$ cat src/rtl/delay_slot_sched_if.sv
// Requester-side bundle for the shared delay timer: requests in, grant/done/status out.
interface delay_slot_sched_if #(
    parameter int unsigned NREQ = 4,
    parameter int unsigned DW   = 16
) ();
    localparam int unsigned IW = $clog2(NREQ);

    logic [NREQ-1:0]    req;
    logic [NREQ*DW-1:0] req_delay;
    logic [NREQ-1:0]    req_unit;
    logic [NREQ-1:0]    gnt;
    logic [NREQ-1:0]    done;
    logic               busy;
    logic [IW-1:0]      cur_id;

    modport master (
        output req, req_delay, req_unit,
        input  gnt, done, busy, cur_id
    );

    modport slave (
        input  req, req_delay, req_unit,
        output gnt, done, busy, cur_id
    );
endinterface

$ cat src/rtl/delay_slot_sched.sv
// Shared delay-timer scheduler: round-robin arbitration over NREQ requesters, one delay
// at a time measured in precision ticks or whole time units, sticky global finish.
module delay_slot_sched #(
    parameter int unsigned NREQ = 4,
    parameter int unsigned DW   = 16,
    parameter int unsigned PW   = 8,
    localparam int unsigned IW  = $clog2(NREQ)
) (
    input  logic                  clock,
    input  logic                  reset_n,
    input  logic [PW-1:0]         cfg_prescale,
    input  logic [PW-1:0]         cfg_ratio,
    input  logic                  finish_req,
    output logic                  finished,
    delay_slot_sched_if.slave     bus
);

    typedef enum logic [1:0] {StIdle, StRun, StFin} state_e;

    state_e          state_q;
    logic [IW-1:0]   ptr_q;
    logic [NREQ-1:0] gnt_q;
    logic [NREQ-1:0] done_q;
    logic            busy_q;
    logic [IW-1:0]   cur_id_q;
    logic            finished_q;

    // Latched job parameters and the three nested counters
    logic [DW-1:0]   dly_q;
    logic [PW-1:0]   pre_q;
    logic [PW-1:0]   pre_max_q;
    logic [PW-1:0]   rat_q;
    logic [PW-1:0]   rat_max_q;

    logic            any_req;
    logic [IW-1:0]   winner;
    logic [IW-1:0]   ptr_next;
    logic [DW-1:0]   win_delay;
    logic [PW-1:0]   ratio_last;
    logic            pre_wrap;
    logic            rat_wrap;
    logic            expire;
    logic [IW:0]     cand_sum;

    // Round-robin search starting at ptr_q, plus the job parameters of the winner
    always_comb begin
        any_req  = 1'b0;
        winner   = '0;
        cand_sum = '0;
        for (int unsigned k = 0; k < NREQ; k++) begin
            cand_sum = {1'b0, ptr_q} + (IW+1)'(k);
            if (cand_sum >= (IW+1)'(NREQ)) begin
                cand_sum = cand_sum - (IW+1)'(NREQ);
            end
            if (!any_req && bus.req[cand_sum[IW-1:0]]) begin
                any_req = 1'b1;
                winner  = cand_sum[IW-1:0];
            end
        end
        ptr_next   = (winner == IW'(NREQ - 1)) ? '0 : winner + 1'b1;
        win_delay  = bus.req_delay[winner*DW +: DW];
        // Ratio 0 behaves as 1, i.e. the ratio counter never advances
        ratio_last = (cfg_ratio == '0) ? '0 : cfg_ratio - 1'b1;
    end

    // Expiry is detected on the last counted cycle so done registers one cycle later
    always_comb begin
        pre_wrap = (pre_q == pre_max_q);
        rat_wrap = (rat_q == rat_max_q);
        expire   = (dly_q == '0) || ((dly_q == DW'(1)) && pre_wrap && rat_wrap);
    end

    // Scheduler FSM with registered outputs; finish_req overrides every other action
    always_ff @(posedge clock or negedge reset_n) begin
        if (!reset_n) begin
            state_q    <= StIdle;
            ptr_q      <= '0;
            gnt_q      <= '0;
            done_q     <= '0;
            busy_q     <= 1'b0;
            cur_id_q   <= '0;
            finished_q <= 1'b0;
            dly_q      <= '0;
            pre_q      <= '0;
            pre_max_q  <= '0;
            rat_q      <= '0;
            rat_max_q  <= '0;
        end else begin
            gnt_q  <= '0;
            done_q <= '0;
            if (finish_req) begin
                state_q    <= StFin;
                finished_q <= 1'b1;
                busy_q     <= 1'b0;
                cur_id_q   <= '0;
                dly_q      <= '0;
                pre_q      <= '0;
                rat_q      <= '0;
            end else begin
                unique case (state_q)
                    StIdle: begin
                        if (any_req) begin
                            state_q   <= StRun;
                            gnt_q     <= NREQ'(1) << winner;
                            busy_q    <= 1'b1;
                            cur_id_q  <= winner;
                            ptr_q     <= ptr_next;
                            dly_q     <= win_delay;
                            pre_max_q <= cfg_prescale;
                            rat_max_q <= bus.req_unit[winner] ? ratio_last : '0;
                            pre_q     <= '0;
                            rat_q     <= '0;
                        end else begin
                            busy_q   <= 1'b0;
                            cur_id_q <= '0;
                        end
                    end
                    StRun: begin
                        if (expire) begin
                            // busy/cur_id stay up through the done cycle
                            state_q <= StIdle;
                            done_q  <= NREQ'(1) << cur_id_q;
                        end else if (pre_wrap) begin
                            pre_q <= '0;
                            if (rat_wrap) begin
                                rat_q <= '0;
                                dly_q <= dly_q - 1'b1;
                            end else begin
                                rat_q <= rat_q + 1'b1;
                            end
                        end else begin
                            pre_q <= pre_q + 1'b1;
                        end
                    end
                    StFin: begin
                        state_q <= StFin;
                    end
                    default: begin
                        state_q <= StIdle;
                    end
                endcase
            end
        end
    end

    assign bus.gnt    = gnt_q;
    assign bus.done   = done_q;
    assign bus.busy   = busy_q;
    assign bus.cur_id = cur_id_q;
    assign finished   = finished_q;

endmodule

$ cat src/flat_wrapper.sv
// flat-port wrapper written by rule: the top's interface ports become plain ports
module delay_slot_sched_flat 
#(
    parameter int unsigned NREQ = 4,
    parameter int unsigned DW   = 16,
    parameter int unsigned PW   = 8,
    localparam int unsigned IW  = $clog2(NREQ)
)
  (clock, reset_n, cfg_prescale, cfg_ratio, finish_req, finished, bus_req, bus_req_delay, bus_req_unit, bus_gnt, bus_done, bus_busy, bus_cur_id);
  delay_slot_sched_if #(.NREQ(NREQ), .DW(DW)) bus_i ();
  input  logic clock;
  input  logic reset_n;
  input  logic [PW-1:0] cfg_prescale;
  input  logic [PW-1:0] cfg_ratio;
  input  logic finish_req;
  output logic finished;
  input wire logic [$bits(bus_i.req)-1:0] bus_req;
  input wire logic [$bits(bus_i.req_delay)-1:0] bus_req_delay;
  input wire logic [$bits(bus_i.req_unit)-1:0] bus_req_unit;
  output wire logic [$bits(bus_i.gnt)-1:0] bus_gnt;
  output wire logic [$bits(bus_i.done)-1:0] bus_done;
  output wire logic [$bits(bus_i.busy)-1:0] bus_busy;
  output wire logic [$bits(bus_i.cur_id)-1:0] bus_cur_id;
  assign bus_i.req = bus_req;
  assign bus_i.req_delay = bus_req_delay;
  assign bus_i.req_unit = bus_req_unit;
  assign bus_gnt = bus_i.gnt;
  assign bus_done = bus_i.done;
  assign bus_busy = bus_i.busy;
  assign bus_cur_id = bus_i.cur_id;
  delay_slot_sched #(.NREQ(NREQ), .DW(DW), .PW(PW)) u_core (.clock(clock), .reset_n(reset_n), .cfg_prescale(cfg_prescale), .cfg_ratio(cfg_ratio), .finish_req(finish_req), .finished(finished), .bus(bus_i));
endmodule
$ cat config.mk
export PLATFORM = sky130hd
export DESIGN_NAME = delay_slot_sched_flat
export DESIGN_NICKNAME = d
export VERILOG_FILES = /design/src/rtl/delay_slot_sched_if.sv /design/src/rtl/delay_slot_sched.sv /design/src/flat_wrapper.sv
export SDC_FILE = /design/constraint.sdc
export NUM_CORES = 1
export LEC_CHECK = 0
export CAP_MARGIN = 25
export CORE_MARGIN = 1.5
export CORE_UTILIZATION = 45
export DETAILED_ROUTE_END_ITERATION = 8
export PLACE_DENSITY = 0.79
export SLEW_MARGIN = 30
export SYNTH_ARGS = -nofsm -noshare
export SYNTH_HDL_FRONTEND = slang
export SYNTH_SLANG_ARGS = --single-unit
$ cat constraint.sdc
create_clock -name clock -period 3.8 [get_ports clock]
set_clock_uncertainty 0.1 [all_clocks]
set_input_delay 0.76 -clock clock [delete_from_list [all_inputs] [get_ports clock]]
set_output_delay 0.76 -clock clock [all_outputs]
set_load 0.05 [all_outputs]
==> results of run 1 <==
==> worst max path at each step <==
| stage | from | end | slack, ns | depth (start not counted) |
|---|---|---|---|---|
| global placement | bus_req[1] | u_core.rat_q[7] | 0.60 | 7 |
| CTS | bus_req[1] | u_core.rat_max_q[5] | 0.94 | 9 |
| floorplan | bus_req[0] | u_core.dly_q[11] | 1.10 | 9 |
| finish | bus_req[0] | u_core.rat_q[7] | 0.89 | 7 |
| detailed placement | bus_req[1] | u_core.rat_q[2] | 0.58 | 7 |
| global route | bus_req[1] | u_core.rat_max_q[5] | 0.70 | 9 |
==> stage by stage <==
| stage | hold slack [ns] | power, mW | util [%] | cell area [sq um] |
|---|---|---|---|---|
| 4_1_cts | 0.373 | 2.37 | 61.7 | 5410 |
| 2_1_floorplan | 0.358 | 1.46 | - | 4070 |
| 3_3_place_gp | 0.349 | 1.70 | 59.2 | 5190 |
| 3_5_place_dp | 0.352 | 1.72 | 59.2 | 5190 |
| 5_1_grt | 0.332 | 2.52 | 61.8 | 5410 |
| 6_report | 0.304 | 2.37 | 61.8 | 5410 |
==> cells in the mapped netlist, drive strengths merged (2+ instances only) <==
| library cell | n | area (sq um) |
|---|---|---|
| a21o | 2 | 15.0 |
| a21oi | 25 | 125 |
| a221oi | 2 | 17.5 |
| a31oi | 9 | 56.3 |
| and2 | 6 | 37.5 |
| and3 | 7 | 43.8 |
| buf | 6 | 41.3 |
| clkbuf | 18 | 67.6 |
| dfrtp | 64 | 1600 |
| ha | 10 | 125 |
| inv | 11 | 41.3 |
| mux2i | 33 | 330 |
| nand2 | 77 | 289 |
| nand2b | 7 | 43.8 |
| nand3 | 19 | 100 |
| nand4 | 6 | 37.5 |
| nor2 | 33 | 124 |
| nor2b | 2 | 12.5 |
| nor3 | 20 | 105 |
| nor3b | 3 | 22.5 |
| nor4 | 6 | 37.5 |
| o21a | 4 | 30.0 |
| o21ai | 60 | 312 |
| o22ai | 2 | 18.8 |
| o31ai | 5 | 37.5 |
| or2 | 9 | 56.3 |
| or3 | 13 | 81.3 |
| or4 | 3 | 26.3 |
| xnor2 | 10 | 87.6 |
| xor2 | 10 | 87.6 |
==> cells by family after synthesis <==
group / Yosys count / share of synthesized area [%]
and+or+nand+nor: 212 / 25.2
DFF: 64 / 39.3
buffers and inverters: 36 / 3.78
adders and majority gates: 10 / 3.07
AOI/OAI and AO/OA: 113 / 15.9
muxes: 34 / 8.39
xor gates and xnor gates: 20 / 4.30
==> power groups by stage <==
stage / Combinational, mW / Sequential [mW] / Clock [mW]
floorplan: 0.606 / 0.852 / 0
detailed placement: 0.850 / 0.874 / 0
global route: 0.957 / 0.878 / 0.689
global placement: 0.830 / 0.871 / 0
finish: 0.852 / 0.864 / 0.650
CTS: 0.853 / 0.862 / 0.657
==> area by class of cell <==
type                    count  area, sq um  area share, %
repair buffers            112         1090           20.2
well taps                 108          135           2.50
flip-flops and latches     64         1600           29.6
clock buffers               9          124           2.29
clock inverters             7         95.1           1.76
multi-input cells         389         2320           42.8
inverters                  12         45.0          0.832
==> sequential cells by signal, summed over array words and instances, names as in the netlist <==
register	flops
u_core.bus.gnt	4
u_core.pre_q	8
u_core.bus.done	4
u_core.state_q	2
u_core.bus.busy	1
u_core.bus.cur_id	2
u_core.finished	1
u_core.dly_q	16
u_core.ptr_q	2
u_core.pre_max_q	8
u_core.rat_max_q	8
u_core.rat_q	8
==> routing by layer <==
layer	part of all wire, %	global-route usage (%)	up-vias
met4	1.0	4.98	0
met3	5.3	3.94	9
met2	47	37.1	115
met5	0	0	-
met1	46	29.6	1790
li1	-	-	1921
==> worst max-delay path: stages <==
cell and delay (ns):
clkdlybuf4s50_1 0.49, nor4_1 0.62, a21oi_1 0.19, o221a_2 0.32, nor2_1 0.40, o21ai_0 0.18
o31ai_1 0.09
==> summary.txt, run 1 <==
CTS clk-pin slew, worst paths: 0.08 ns
initial antenna violation count: 0
CTS Buf Count: 9
maxcap violations: 0
Ys Warns: 0
Ant. Diodes: 0
via count: 3835
Place WS: 0.584 ns
DRC viols: 0
TritonRoute pass-1 iters: 4
fraction of the yosys area taken by sequential cells: 39.3%
IO Count: 103
gr usage total: 22.0%
Post-synth EDFFs: 0
vias in the first global route: 3808
reg2reg end: u_core.rat_q[7]
Syn Inst Count: 489
# rows: 34
Synth Cell Area: 4070 sq um
Longest Clk Path Bufs: 2
Tmin final: 2.91 ns
Die H: 98.1 um
period utilisation layout: 76.6%
hold buffers post-CTS: 0
Worst Setup Start Kind: input pin
die width: 98.1 um
Starting Density: 46.5%
worst slew margin relative to its limit: 57.4%
root buffer cell: clkbuf_8
Hold WC Path Type: input pin to asynchronous set/reset pin
RSZ-0062 raised after global routing: false
CP arrival: 3.05 ns
WL final: 10200 um
Reg2Reg Launch Point: u_core.dly_q[6]
buffer count from post-CTS setup fixing: 0
setup ws final: 0.889 ns
post-cts resize count: 0
Setup violations, final: 0
Die Area: 9630 sq um
Switching Fraction: 34.7%
Pwr Density: 437 nW/um^2
Final Hold Viols: 0
Psw: 821 uW
Pleak: 2.35 nW
Syn Nets: 590
Pint: 1.54 mW
Area Growth Syn to Fin: 32.9%
post-route ant nets: 0
Vias/cell: 5.47
Iter 0 DRT Violations: 162
Reg2Reg Setup Slack: 0.98 ns
PortBufs: 102
H-Tree Depth: 3
layout cells sized above 1: 7.08%
setup TNS: 0 ns
Avg Synthesized Cell Area: 8.33 sq um
CTS tree: built
Clk network pwr share: 27.5%
status: finished clean
largest net degree at the start of global routing: 42
gr ovfl total: 0
drt wl/cell: 14.6 um
path depth of the worst reg2reg path: 7
Filler cells: 787
Post-Layout Cell Count: 701
placed cells: 685
Primary FF master, synth: dfrtp_1
worst ir drop on vdd: 0.284 mV
Yosys reg bits: 64
max frequency: 343 MHz
Worst Path Class, Setup: input pin to flip-flop
Post-synth ARST share: 100%
first-pass GRT wire length: 17500 um
sequential share of power: 36.5%
most frequent cells in the layout: clkdlybuf4s50_1 (101), nand2_1 (77), dfrtp_1 (64), o21ai_0 (51)
Comb pwr share: 36.0%
Critical Path Sink Type: flip-flop
final net count: 689
most common cell after layout, fill and taps aside: clkdlybuf4s50_1
Req. time, crit path: 3.94 ns
final slew viol count: 0
pin slew with the least headroom to its limit: 0.632 ns
Placer Congestion: 0.823
worst-path maximum fanout: 9
dpl hpwl: 7730 um
Skew-Pair Late Insertion Delay: 0.34 ns
Clock Sinks: 64
CORE AREA: 8760 sq um
synth unique cells: 47
Power figures use the tool's default switching activity.
==> run 2, diff against run 1 <==
==> constraint.sdc (replaced) <==
create_clock -name clock -period 3.04 [get_ports clock]
set_clock_uncertainty 0.1 [all_clocks]
set_input_delay 0.608 -clock clock [delete_from_list [all_inputs] [get_ports clock]]
set_output_delay 0.608 -clock clock [all_outputs]
set_load 0.05 [all_outputs]
==> run 2 against run 1 <==
  * Register-to-register slack got worse by 0.68 ns
  * Global-route usage about the same
  * Critical path type is now flip-flop to flip-flop
  * Cell count up 0.71%
  * Total power grew 26%
  * Critical endpoint is now u_core.dly_q[0]
  * First-iteration DRC count up 1.9%
  * Clock-buffer cell count grew 3
  * Die area unchanged
  * Hold slack worse by 0.089 ns
==> summary.txt, run 2 (same netlist as run 1, synthesis figures left out) <==
root buffer cell: clkbuf_8 (unchanged)
worst slew margin relative to its limit: 52.0% (was 57.4%)
CP Cell Sequence: or4_4 > or2_1 > or3_1 > o221a_2 > o21ai_4 > buf_4 > o21ba_2 > o22ai_1 (was clkdlybuf4s50_1 > nor4_1 > a21oi_1 > o221a_2 > nor2_1 > o21ai_0 > o31ai_1)
setup TNS: 0 ns (unchanged)
slowest CP cell: or4_4 (was nor4_1)
final net count: 695 (was 689)
Worst path max stage delay: 0.52 ns (was 0.62 ns)
dpl cell area: 5290 sq um (was 5190 sq um)
RSZ-0062 raised after global routing: false (unchanged)
WL final: 10400 um (was 10200 um)
maxcap violations: 0 (unchanged)
gr ovfl total: 0 (unchanged)
Clock Sinks: 64 (unchanged)
status: finished clean (unchanged)
CTS tree: built (unchanged)
Switching Fraction: 34.5% (was 34.7%)
number of flip-flops in the largest register: 16 (unchanged)
Min Hold Slack: 0.214 ns (was 0.304 ns)
IO Count: 103 (unchanged)
Die Area: 9630 sq um (unchanged)
Worst Path Class, Setup: flip-flop to flip-flop (was input pin to flip-flop)
Iter 0 DRT Violations: 165 (was 162)
# rows: 34 (unchanged)
initial antenna violation count: 0 (unchanged)
Hold WC Path Type: input pin to asynchronous set/reset pin (unchanged)
Skew-Pair Late Insertion Delay: 0.35 ns (was 0.34 ns)
Final Hold Viols: 0 (unchanged)
Area Growth Syn to Fin: 34.9% (was 32.9%)
post-cts resize count: 0 (unchanged)
final instance area: 5490 sq um (was 5410 sq um)
hold buffers post-CTS: 0 (unchanged)
PortBufs: 102 (unchanged)
vias in the first global route: 3686 (was 3808)
Reg2Reg Setup Slack: 0.30 ns (was 0.98 ns)
register area: 1600 sq um (unchanged)
pin slew with the least headroom to its limit: 0.720 ns (was 0.632 ns)
Setup violations, final: 0 (unchanged)
worst-path maximum fanout: 9 (unchanged)
buffer count from post-CTS setup fixing: 0 (unchanged)
period utilisation layout: 90.3%
Vias/cell: 5.51 (was 5.47)
die width: 98.1 um (unchanged)
final slew viol count: 0 (unchanged)
Setup crit start: u_core.dly_q[6] (was bus_req[0])
CTS Buf Count: 9 (unchanged)
most common cell after layout, fill and taps aside: clkdlybuf4s50_1 (unchanged)
via count: 3892 (was 3835)
Req. time, crit path: 3.21 ns (was 3.94 ns)
CTS clk-pin slew, worst paths: 0.07 ns (was 0.08 ns)
Pwr Density: 541 nW/um^2 (was 437 nW/um^2)
post-route ant nets: 0 (unchanged)
Top reg by flops: u_core.dly_q (unchanged)
Reg2Reg Launch Point: u_core.dly_q[6] (unchanged)
Pleak: 2.40 nW (was 2.35 nW)
first-pass GRT wire length: 17200 um (was 17500 um)
Psw: 1.03 mW (was 821 uW)
Placer Congestion: 0.875 (was 0.823)
drt wl/cell: 14.7 um (was 14.6 um)
Comb pwr share: 37.9% (was 36.0%)
dpl hpwl: 7980 um (was 7730 um)
Clk network pwr share: 25.7% (was 27.5%)
Starting Density: 46.5% (unchanged)
max frequency: 364 MHz
Worst Setup Start Kind: flip-flop (was input pin)
Longest Clk Path Bufs: 2 (unchanged)
sequential share of power: 36.4% (was 36.5%)
largest net degree at the start of global routing: 34 (was 42)
Tot Pwr: 2.97 mW (was 2.37 mW)
Ant. Diodes: 0 (unchanged)
Final Util: 62.7% (was 61.8%)
Pint: 1.95 mW (was 1.54 mW)
Critical Path Sink Type: flip-flop (unchanged)
DRC viols: 0 (unchanged)
layout cells sized above 1: 8.03% (was 7.08%)
CORE AREA: 8760 sq um (unchanged)
footprint of the multi-input gates: 2320 sq um (about the same)
gr usage total: 22.0% (about the same)
Die H: 98.1 um (unchanged)
most frequent cells in the layout: clkdlybuf4s50_1 (101), nand2_1 (77), dfrtp_1 (64), o21ai_0 (51), mux2i_1 (33) (was clkdlybuf4s50_1 (101), nand2_1 (77), dfrtp_1 (64), o21ai_0 (51))
TritonRoute pass-1 iters: 4 (unchanged)
CP arrival: 2.91 ns (was 3.05 ns)
worst ir drop on vdd: 0.300 mV (was 0.284 mV)
Tmin final: 2.74 ns
Filler cells: 755 (was 787)
H-Tree Depth: 3 (unchanged)
==> run 2: metal layers <==
metal / track usage (%) / routed length [um] / vias to the layer above
met3: 4.87 / 608 / 14
li1: - / - / 1935
met1: 29.8 / 4810 / 1819
met5: 0 / 0 / -
met4: 7.48 / 175 / 0
met2: 34.9 / 4800 / 124
==> run 2: stage by stage <==
stage	worst slack, ns	std cells
4_1_cts	0.304	706
3_5_place_dp	0.0280	691
3_3_place_gp	0.138	691
5_1_grt	0.210	706
6_report	0.296	706
2_1_floorplan	0.410	489
==> run 2: area by class of cell <==
class	instances	share of cell area, %
clock buffers	12	3.01
well taps	108	2.46
clock inverters	3	0.729
flip-flops and latches	64	29.2
inverters	12	0.820
repair buffers	118	21.6
multi-input cells	389	42.2
==> run 2: path summary, 6_finish.rpt <==
check / end / cells past startpoint
max in group asynchronous: u_core.bus.busy / 2
worst max-delay path: u_core.dly_q[0] / 8
worst min-delay path: u_core.pre_max_q[6] / 1
worst max register to register: u_core.dly_q[0] / 8
min in group clock: u_core.finished / 1
worst min register to register: u_core.finished / 1
==> run 2: power by group through the flow <==
stage               clock, mW  sequential [mW]  combinational (mW)
floorplan                   0             1.06               0.757
global placement            0             1.09                1.09
detailed placement          0             1.10                1.12
CTS                     0.773             1.08                1.12
global route            0.811             1.10                1.24
finish                  0.764             1.08                1.13
==> run 2: worst max-delay path: cells and delay by family (launching register included) <==
kind                   cells  cell delay (ns)
buffers and inverters      1             0.18
AOI/OAI and AO/OA          4             0.80
DFF                        1             0.44
and+or+nand+nor            3             1.15
==> run 3, diff against run 2 <==
--- a/config.mk
+++ b/config.mk
@@ -8,6 +8,7 @@
 export CAP_MARGIN = 25
 export CORE_MARGIN = 1.5
 export CORE_UTILIZATION = 45
+export CTS_CLUSTER_DIAMETER = 40
 export DETAILED_ROUTE_END_ITERATION = 8
 export PLACE_DENSITY = 0.79
 export SLEW_MARGIN = 30
==> results of run 3 <==
Same layout as run 2: the final DEF is identical, and so are final timing and power.
